$ cat config.mk
export PLATFORM = sky130hd
export DESIGN_NAME = pad_ctrl_seq
export DESIGN_NICKNAME = d
export VERILOG_FILES = /design/src/rtl/pad_ctrl_seq.sv
export SDC_FILE = /design/constraint.sdc
export NUM_CORES = 1
export LEC_CHECK = 0
export ABC_AREA = 1
export BUFFER_PORTS_ARGS = -buffer_cell sky130_fd_sc_hd__buf_4
export CAP_MARGIN = 20
export CORE_ASPECT_RATIO = 1.25
export CORE_MARGIN = 2
export CORE_UTILIZATION = 49
export DETAILED_ROUTE_END_ITERATION = 16
export PLACE_DENSITY = 0.71
export SLEW_MARGIN = 15
export SYNTH_ARGS = -nofsm -noshare
export SYNTH_HDL_FRONTEND = slang
export SYNTH_SLANG_ARGS = --single-unit
$ cat constraint.sdc
create_clock -name clk_i -period 1.5 [get_ports clk_i]
set_input_delay 0.15 -clock clk_i [delete_from_list [all_inputs] [get_ports clk_i]]
set_output_delay 0.15 -clock clk_i [all_outputs]
set_load 0.05 [all_outputs]
$ cat src/rtl/pad_ctrl_seq.sv
// Per-pad config registers plus a SAFE->RAMP->DONE sequencer that releases pads in groups.
// Pad controls and read data are registered (1 cycle); the register port never stalls (gnt_o = req_i).
module pad_ctrl_seq #(
  parameter int         NumPads    = 8,
  parameter int         GroupSize  = 3,
  parameter int         StepCycles = 4,
  parameter logic [7:0] ResetCfg   = 8'h02,
  parameter int         AddrW      = (NumPads > 1) ? $clog2(NumPads) : 1
) (
  input  logic                         clk_i,
  input  logic                         rst_i,
  input  logic                         release_i,
  input  logic                         safe_i,
  input  logic                         req_i,
  input  logic                         we_i,
  input  logic [AddrW-1:0]             addr_i,
  input  logic [7:0]                   wdata_i,
  output logic                         gnt_o,
  output logic                         rvalid_o,
  output logic [7:0]                   rdata_o,
  output logic [NumPads-1:0]           pad_oe_o,
  output logic [NumPads-1:0]           pad_ie_o,
  output logic [NumPads-1:0]           pad_pe_o,
  output logic [NumPads-1:0]           pad_ps_o,
  output logic [NumPads-1:0]           pad_ds0_o,
  output logic [NumPads-1:0]           pad_ds1_o,
  output logic [NumPads-1:0]           pad_sr_o,
  output logic [NumPads-1:0]           pad_is_o,
  output logic [$clog2(NumPads+1)-1:0] released_o,
  output logic                         done_o
);

  localparam int RelW   = $clog2(NumPads + 1);
  localparam int TimerW = (StepCycles > 1) ? $clog2(StepCycles) : 1;
  localparam logic [7:0]      SafeWord = 8'h04;
  localparam logic [RelW-1:0] FirstRel = RelW'((GroupSize < NumPads) ? GroupSize : NumPads);
  localparam logic [RelW-1:0] AllRel   = RelW'(NumPads);
  localparam logic [TimerW-1:0] LastTick = TimerW'(StepCycles - 1);

  typedef enum logic [1:0] {SAFE, RAMP, DONE} state_e;

  state_e            state_q;
  logic [RelW-1:0]   rel_q;
  logic [TimerW-1:0] timer_q;
  logic [7:0]        cfg_q [NumPads];
  logic [7:0]        pad_w [NumPads];
  logic [NumPads-1:0] pad_nxt [8];
  logic [RelW:0]     rel_sum;
  logic [RelW-1:0]   rel_step;
  logic              addr_ok;

  assign gnt_o      = req_i;
  assign released_o = rel_q;
  assign addr_ok    = int'(addr_i) < NumPads;

  // One extra bit so rel_q + GroupSize cannot wrap before the clamp.
  assign rel_sum  = {1'b0, rel_q} + (RelW+1)'(GroupSize);
  assign rel_step = (rel_sum >= {1'b0, AllRel}) ? AllRel : rel_sum[RelW-1:0];

  always_ff @(posedge clk_i) begin
    if (rst_i) begin
      state_q <= SAFE;
      rel_q   <= '0;
      timer_q <= '0;
      done_o  <= 1'b0;
    end else begin
      unique case (state_q)
        SAFE: begin
          if (release_i && !safe_i) begin
            rel_q   <= FirstRel;
            timer_q <= '0;
            if (FirstRel == AllRel) begin
              state_q <= DONE;
              done_o  <= 1'b1;
            end else begin
              state_q <= RAMP;
            end
          end
        end
        RAMP: begin
          if (safe_i) begin
            state_q <= SAFE;
            rel_q   <= '0;
            timer_q <= '0;
          end else if (timer_q == LastTick) begin
            rel_q   <= rel_step;
            timer_q <= '0;
            if (rel_step == AllRel) begin
              state_q <= DONE;
              done_o  <= 1'b1;
            end
          end else begin
            timer_q <= timer_q + 1'b1;
          end
        end
        DONE: begin
          if (safe_i) begin
            state_q <= SAFE;
            rel_q   <= '0;
            timer_q <= '0;
            done_o  <= 1'b0;
          end
        end
        default: begin
          state_q <= SAFE;
          rel_q   <= '0;
          timer_q <= '0;
          done_o  <= 1'b0;
        end
      endcase
    end
  end

  // Reads sample cfg_q before a same-edge write; out-of-range addresses read as zero.
  always_ff @(posedge clk_i) begin
    if (rst_i) begin
      for (int i = 0; i < NumPads; i++) cfg_q[i] <= ResetCfg;
      rvalid_o <= 1'b0;
      rdata_o  <= 8'h00;
    end else begin
      rvalid_o <= req_i;
      rdata_o  <= (req_i && !we_i && addr_ok) ? cfg_q[addr_i] : 8'h00;
      if (req_i && we_i && addr_ok) cfg_q[addr_i] <= wdata_i;
    end
  end

  for (genvar gi = 0; gi < NumPads; gi++) begin : g_pad
    assign pad_w[gi] = (rel_q > RelW'(gi)) ? cfg_q[gi] : SafeWord;
    for (genvar gb = 0; gb < 8; gb++) begin : g_bit
      assign pad_nxt[gb][gi] = pad_w[gi][gb];
    end
  end

  always_ff @(posedge clk_i) begin
    if (rst_i) begin
      pad_oe_o  <= '0;
      pad_ie_o  <= '0;
      pad_pe_o  <= '1;
      pad_ps_o  <= '0;
      pad_ds0_o <= '0;
      pad_ds1_o <= '0;
      pad_sr_o  <= '0;
      pad_is_o  <= '0;
    end else begin
      pad_oe_o  <= pad_nxt[0];
      pad_ie_o  <= pad_nxt[1];
      pad_pe_o  <= pad_nxt[2];
      pad_ps_o  <= pad_nxt[3];
      pad_ds0_o <= pad_nxt[4];
      pad_ds1_o <= pad_nxt[5];
      pad_sr_o  <= pad_nxt[6];
      pad_is_o  <= pad_nxt[7];
    end
  end

endmodule

## Word level (Yosys, flattened, before mapping)

Memory sizes are Yosys's and may differ from the RTL's. A register that Yosys moved wholly into a read port is not among the register bits.
Cells that the tools add are included.

| cells by class | value |
|---|---|
| add/sub/neg operators | 2 |
| $lt $le $gt $ge | 9 |
| eq/ne operators | 11 |
| muxes and demuxes | 29 |
| bitwise logic cells | 10 |
| reduce and logical (&&, ||, !) cells | 20 |

Operator list:

| cell | count |
|---|---|
| $mux W4 | 5 |
| $reduce_or A2 Y1 | 9 |
| $gt A4 B3 Y1 const B | 4 |
| $mux W2 | 8 |
| $pmux W2 S3 | 2 |
| $pmux W4 S3 | 1 |
| $mux W1 | 10 |
| $ne A2 B2 Y1 const B | 5 |
| $not A1 Y1 | 10 |
| $gt A4 B1 Y1 const B | 2 |
| $gt A4 B2 Y1 const B | 2 |
| $mux W8 | 1 |
| $reduce_or A8 Y1 | 1 |
| $ne A3 B3 Y1 const B | 2 |
| $add A4 B2 Y5 const B | 1 |
| $ge A5 B4 Y1 const B | 1 |
| $reduce_and A5 Y1 | 1 |
| $eq A2 B2 Y1 const B | 2 |
| $eq A4 B4 Y1 const B | 1 |
| $reduce_and A4 Y1 | 1 |
| $logic_and A1 B1 Y1 | 3 |
| $mux W3 | 1 |
| $pmux W1 S3 | 1 |
| $reduce_and A3 Y1 | 1 |
| other kinds (5) | 6 |

| storage, ports and cells | value |
|---|---|
| bits in registers | 10 |
| memory bits (writable) | 64 |
| bits of input ports | 17 |
| memories | 1 |

Memory list:

| memory | depth | bits a word | rd ports | clocked after memory_dff | wr ports | RTL line | text |
|---|---|---|---|---|---|---|---|
| cfg_q | 8 | 8 | 9 | 9 | 8 | 45 | `logic [7:0] cfg_q [NumPads];` |

## Longest topological paths before layout

| depth | value |
|---|---|
| depth in word-level cells | 8 |
| gate-level depth with buffers | 10 |

## Worst setup path before layout

Ideal clock, no wire load.

| timing | value |
|---|---|
| kind | reg2reg |
| start | register rel_q[0], in the netlist released_o[0] |
| end | register pad_pe_o[2] |
| library setup time | 120 ps |
| arrival time | 1650 ps |
| data required time | 1380 ps |
| slack | -270 ps |
| cell stages (with the launch flop) | 6 |
| path buffers | 0 |
| cells stage by stage | dfxtp_1 -> inv_1 -> ha_1 -> o31ai_2 -> inv_2 -> or2_1 |

| between the ends | value |
|---|---|
| longest elaborated chain between the ends | 3 |

Ends and longest elaborated chain:

| item | RTL line | text |
|---|---|---|
| start, declared | 43 | `logic [RelW-1:0] rel_q;` |
| start signal, assigned | 70 | `rel_q <= FirstRel;` |
| start signal, assigned | 86 | `rel_q <= rel_step;` |
| $gt A4 B2 Y1 | 128 | `assign pad_w[gi] = (rel_q > RelW'(gi)) ? cfg_q[gi] : SafeWord;` |
| $not A1 Y1 (no source line) | -- |  |
| $reduce_or A2 Y1 (no source line) | -- |  |
| end signal, assigned | 147 | `pad_pe_o <= pad_nxt[2];` |
| end, declared | 23 | `output logic [NumPads-1:0] pad_pe_o,` |

Every way passes these cells.
A chain may end at the register's enable or synchronous reset.

## Worst setup path after layout

Ends and elaborated chain as after synthesis.

==> out/summary.txt <==
HP Class: input port to flop
Layout area overhead: 28.2%
YS warnings: 0
fin crit share: 91.5%
die width: 98.1 um
Worst-path clk slew: 0.06 ns
Worst setup SP type: flop
Sequential cell area: 3570 sq um
Primary FF master, synth: dfxtp_1
area of the core: 10,700 sq um
Leakage: 3.21 nW
row count: 42
CP Capture Type: flop
Hold Fails Final Rpt: 0
Post-synth EDFFs: 64
Setup Total Neg Slack: 0 ns
Max Slew Vio Count: 0
Pwr Density: 1280 nW/um^2
Reg-to-Reg Start: released_o[0]
skew final: 0.0119 ns
setup ws final: 0.128 ns
flop-to-flop setup slack: 0.13 ns
drt initial violations: 249
Clock Tree Root: clkbuf_16
CP max stage delay: 0.37 ns
status: complete, no violations
final setup violation count: 0
Worst R2R Path Depth: 5
nets@finish: 711
Starting Density: 50.8%
final WL: 12,900 um
post-route cell area: 6950 sq um
Diodes inserted: 0
largest net degree at the start of global routing: 33
max-cap violation count: 0
Netlist cell types: 28
multi-input logic area: 1450 sq um
data arrival time of the worst path: 1.68 ns
Residual DRC: 0
clock latency on the worst-skew pair: 0.42 ns
fillers: 828
most common cell after layout, fill and taps aside: nor2_1
Max Buffers Root-to-Sink: 2
share of cells above drive strength 1: 25.2%
Post-Syn Area: 5420 sq um
most frequent CP cell: inv_2
total global routing overflow: 0
crit path to: pad_pe_o[2]
first-pass detailed-route iteration total: 5
final core utilization: 65.2%
vias: 4,164
number of global-route vias before repair: 3,999
dpl cell area: 6410 sq um
critical path fanouts, max: 5
FF-to-FF End: pad_pe_o[2]
CTS buffer count: 17
Critical path origin: released_o[0]
Vias/cell: 4.99
Post-Syn Instances: 563
worst-margin pin slew: 0.492 ns
RSZ-0062 raised after global routing: false
Async SR Flop Fraction: 0%
CTS Sinks: 146
die height: 122 um
Routability Congestion: 0.859
headroom to the max-slew limit: 67.2%
Syn Area/Cell: 9.63 sq um
ordered cell list for the critical path: inv_2 -> ha_1 -> o31ai_2 -> inv_2 -> or2_1
Place WS: 0.0412 ns
wire length of the first global-routing pass: 19,700 um
postcts setup bufs: 0
antenna viol nets, final: 0
initial antenna violation count: 0
post-synthesis sequential area ratio: 65.7%
post-detail-place hpwl: 9360 um
worst setup path class: flop to flop
die area: 11,900 sq um
CP Data Required Time: 1.81 ns
routed wire length per instance: 15.5 um
# IOs: 96
syn nets: 585
crit path time final: 1.37 ns
deepest level of the CTS H-tree: 4
TritonCTS clock tree: built
Tot GR Track Use: 22.2%
maximum vdd ir drop: 800 uV
f_max: 729 MHz
Slowest-stage cell, CP: dfxtp_4
#FFs+latches synth: 146
input/output buffers: 95
commonest cells after routing, fill and taps aside: nor2_1 (154), buf_4 (119), inv_1 (87)
==> report_power, final <==
part | internal (W) | switching, W | leakage, nW | total, W
combinational | 0.000231 | 0.000561 | 1.66 | 0.000792
sequential | 0.00431 | 0.0000827 | 1.28 | 0.00439
clock | 0.00218 | 0.00152 | 0.274 | 0.00370
total | 0.00672 | 0.00216 | 3.21 | 0.00889
==> critical path, delay by kind of cell, from the launching register on <==
family / cells / cell delay, ns
buf+inv: 2 / 0.13
flops: 1 / 0.37
compound gates: 1 / 0.34
fa+ha+maj: 1 / 0.20
simple gates: 1 / 0.20
==> what timing repair did <==
item                                    in CTS  in global routing
endpoints found under the setup margin       0                 21
resized for setup                            0                  4
hold buffers                                 0                  0
==> logic make-up (layout without fill, tap and decap cells) <==
kind of cell    Yosys count  in the layout  share of synthesized area, %
simple gates            237            237                          17.9
compound gates           67             67                          7.04
buf+inv                 106            245                          7.87
flops                   146            146                          65.7
xor+xnor                  2              2                         0.323
fa+ha+maj                 5              5                          1.15
==> stage by stage <==
stage	power (W)	std cells	hold slack [ns]
4_1_cts	0.00892	834	0.0329
5_1_grt	0.00916	834	0.0441
3_3_place_gp	0.00523	802	0.445
2_1_floorplan	0.00496	563	0.314
3_5_place_dp	0.00525	802	0.443
6_report	0.00889	834	0.0437
==> metal layers <==
metal | global-route usage (%) | wire (um)
met5 | 0 | 0
met1 | 27.0 | 5310
met3 | 5.62 | 782
met2 | 37.2 | 6480
met4 | 10.6 | 354
==> area by class of cell <==
class,instances,share of cell area (%)
Clock inverter,11,0.864
Inverter,94,5.08
Sequential cell,146,51.4
Timing Repair Buffer,119,12.9
Tap cell,132,2.38
Clock buffer,21,6.64
Multi-Input combinational cell,311,20.8
==> worst min-delay path by stage <==
stage | startpoint | endpoint | slack [ns] | cells past startpoint
6_report | rst_i | rvalid_o | 0.04 | 3
5_1_grt | rst_i | rvalid_o | 0.04 | 3
4_1_cts | rst_i | rvalid_o | 0.03 | 3
3_5_place_dp | cfg_q[7][2] | pad_pe_o[7] | 0.44 | 2
3_3_place_gp | cfg_q[5][2] | pad_pe_o[5] | 0.45 | 2
2_1_floorplan | req_i | rvalid_o | 0.31 | 2
==> cell usage after synthesis (2+ instances only) <==
master	instances	area share, %
nor2_1	155	11
inv_1	88	6.1
dfxtp_1	82	30
edfxtp_1	64	35
nand2_1	50	3.5
o21ai_0	43	4.0
nand3_1	15	1.4
a21oi_1	12	1.1
o211ai_1	8	1.1
inv_2	6	0.42
buf_2	5	0.46
ha_1	5	1.2
nand2_2	5	0.58
buf_4	4	0.55
nor2_4	4	0.83
or2_1	3	0.35
clkbuf_1	2	0.14
or2_2	2	0.23
==> state kept, by name (all words and copies together) (netlist names) <==
| name | flops |
|---|---|
| rvalid_o | 1 |
| pad_oe_o | 8 |
| pad_is_o | 8 |
| cfg_q | 64 |
| pad_ds1_o | 8 |
| rdata_o | 8 |
| released_o | 4 |
| timer_q | 2 |
| pad_ds0_o | 8 |
| done_o | 1 |
| pad_sr_o | 8 |
| state_q | 2 |
| pad_ie_o | 8 |
| pad_pe_o | 8 |
| pad_ps_o | 8 |
Power figures use the tool's default switching activity.
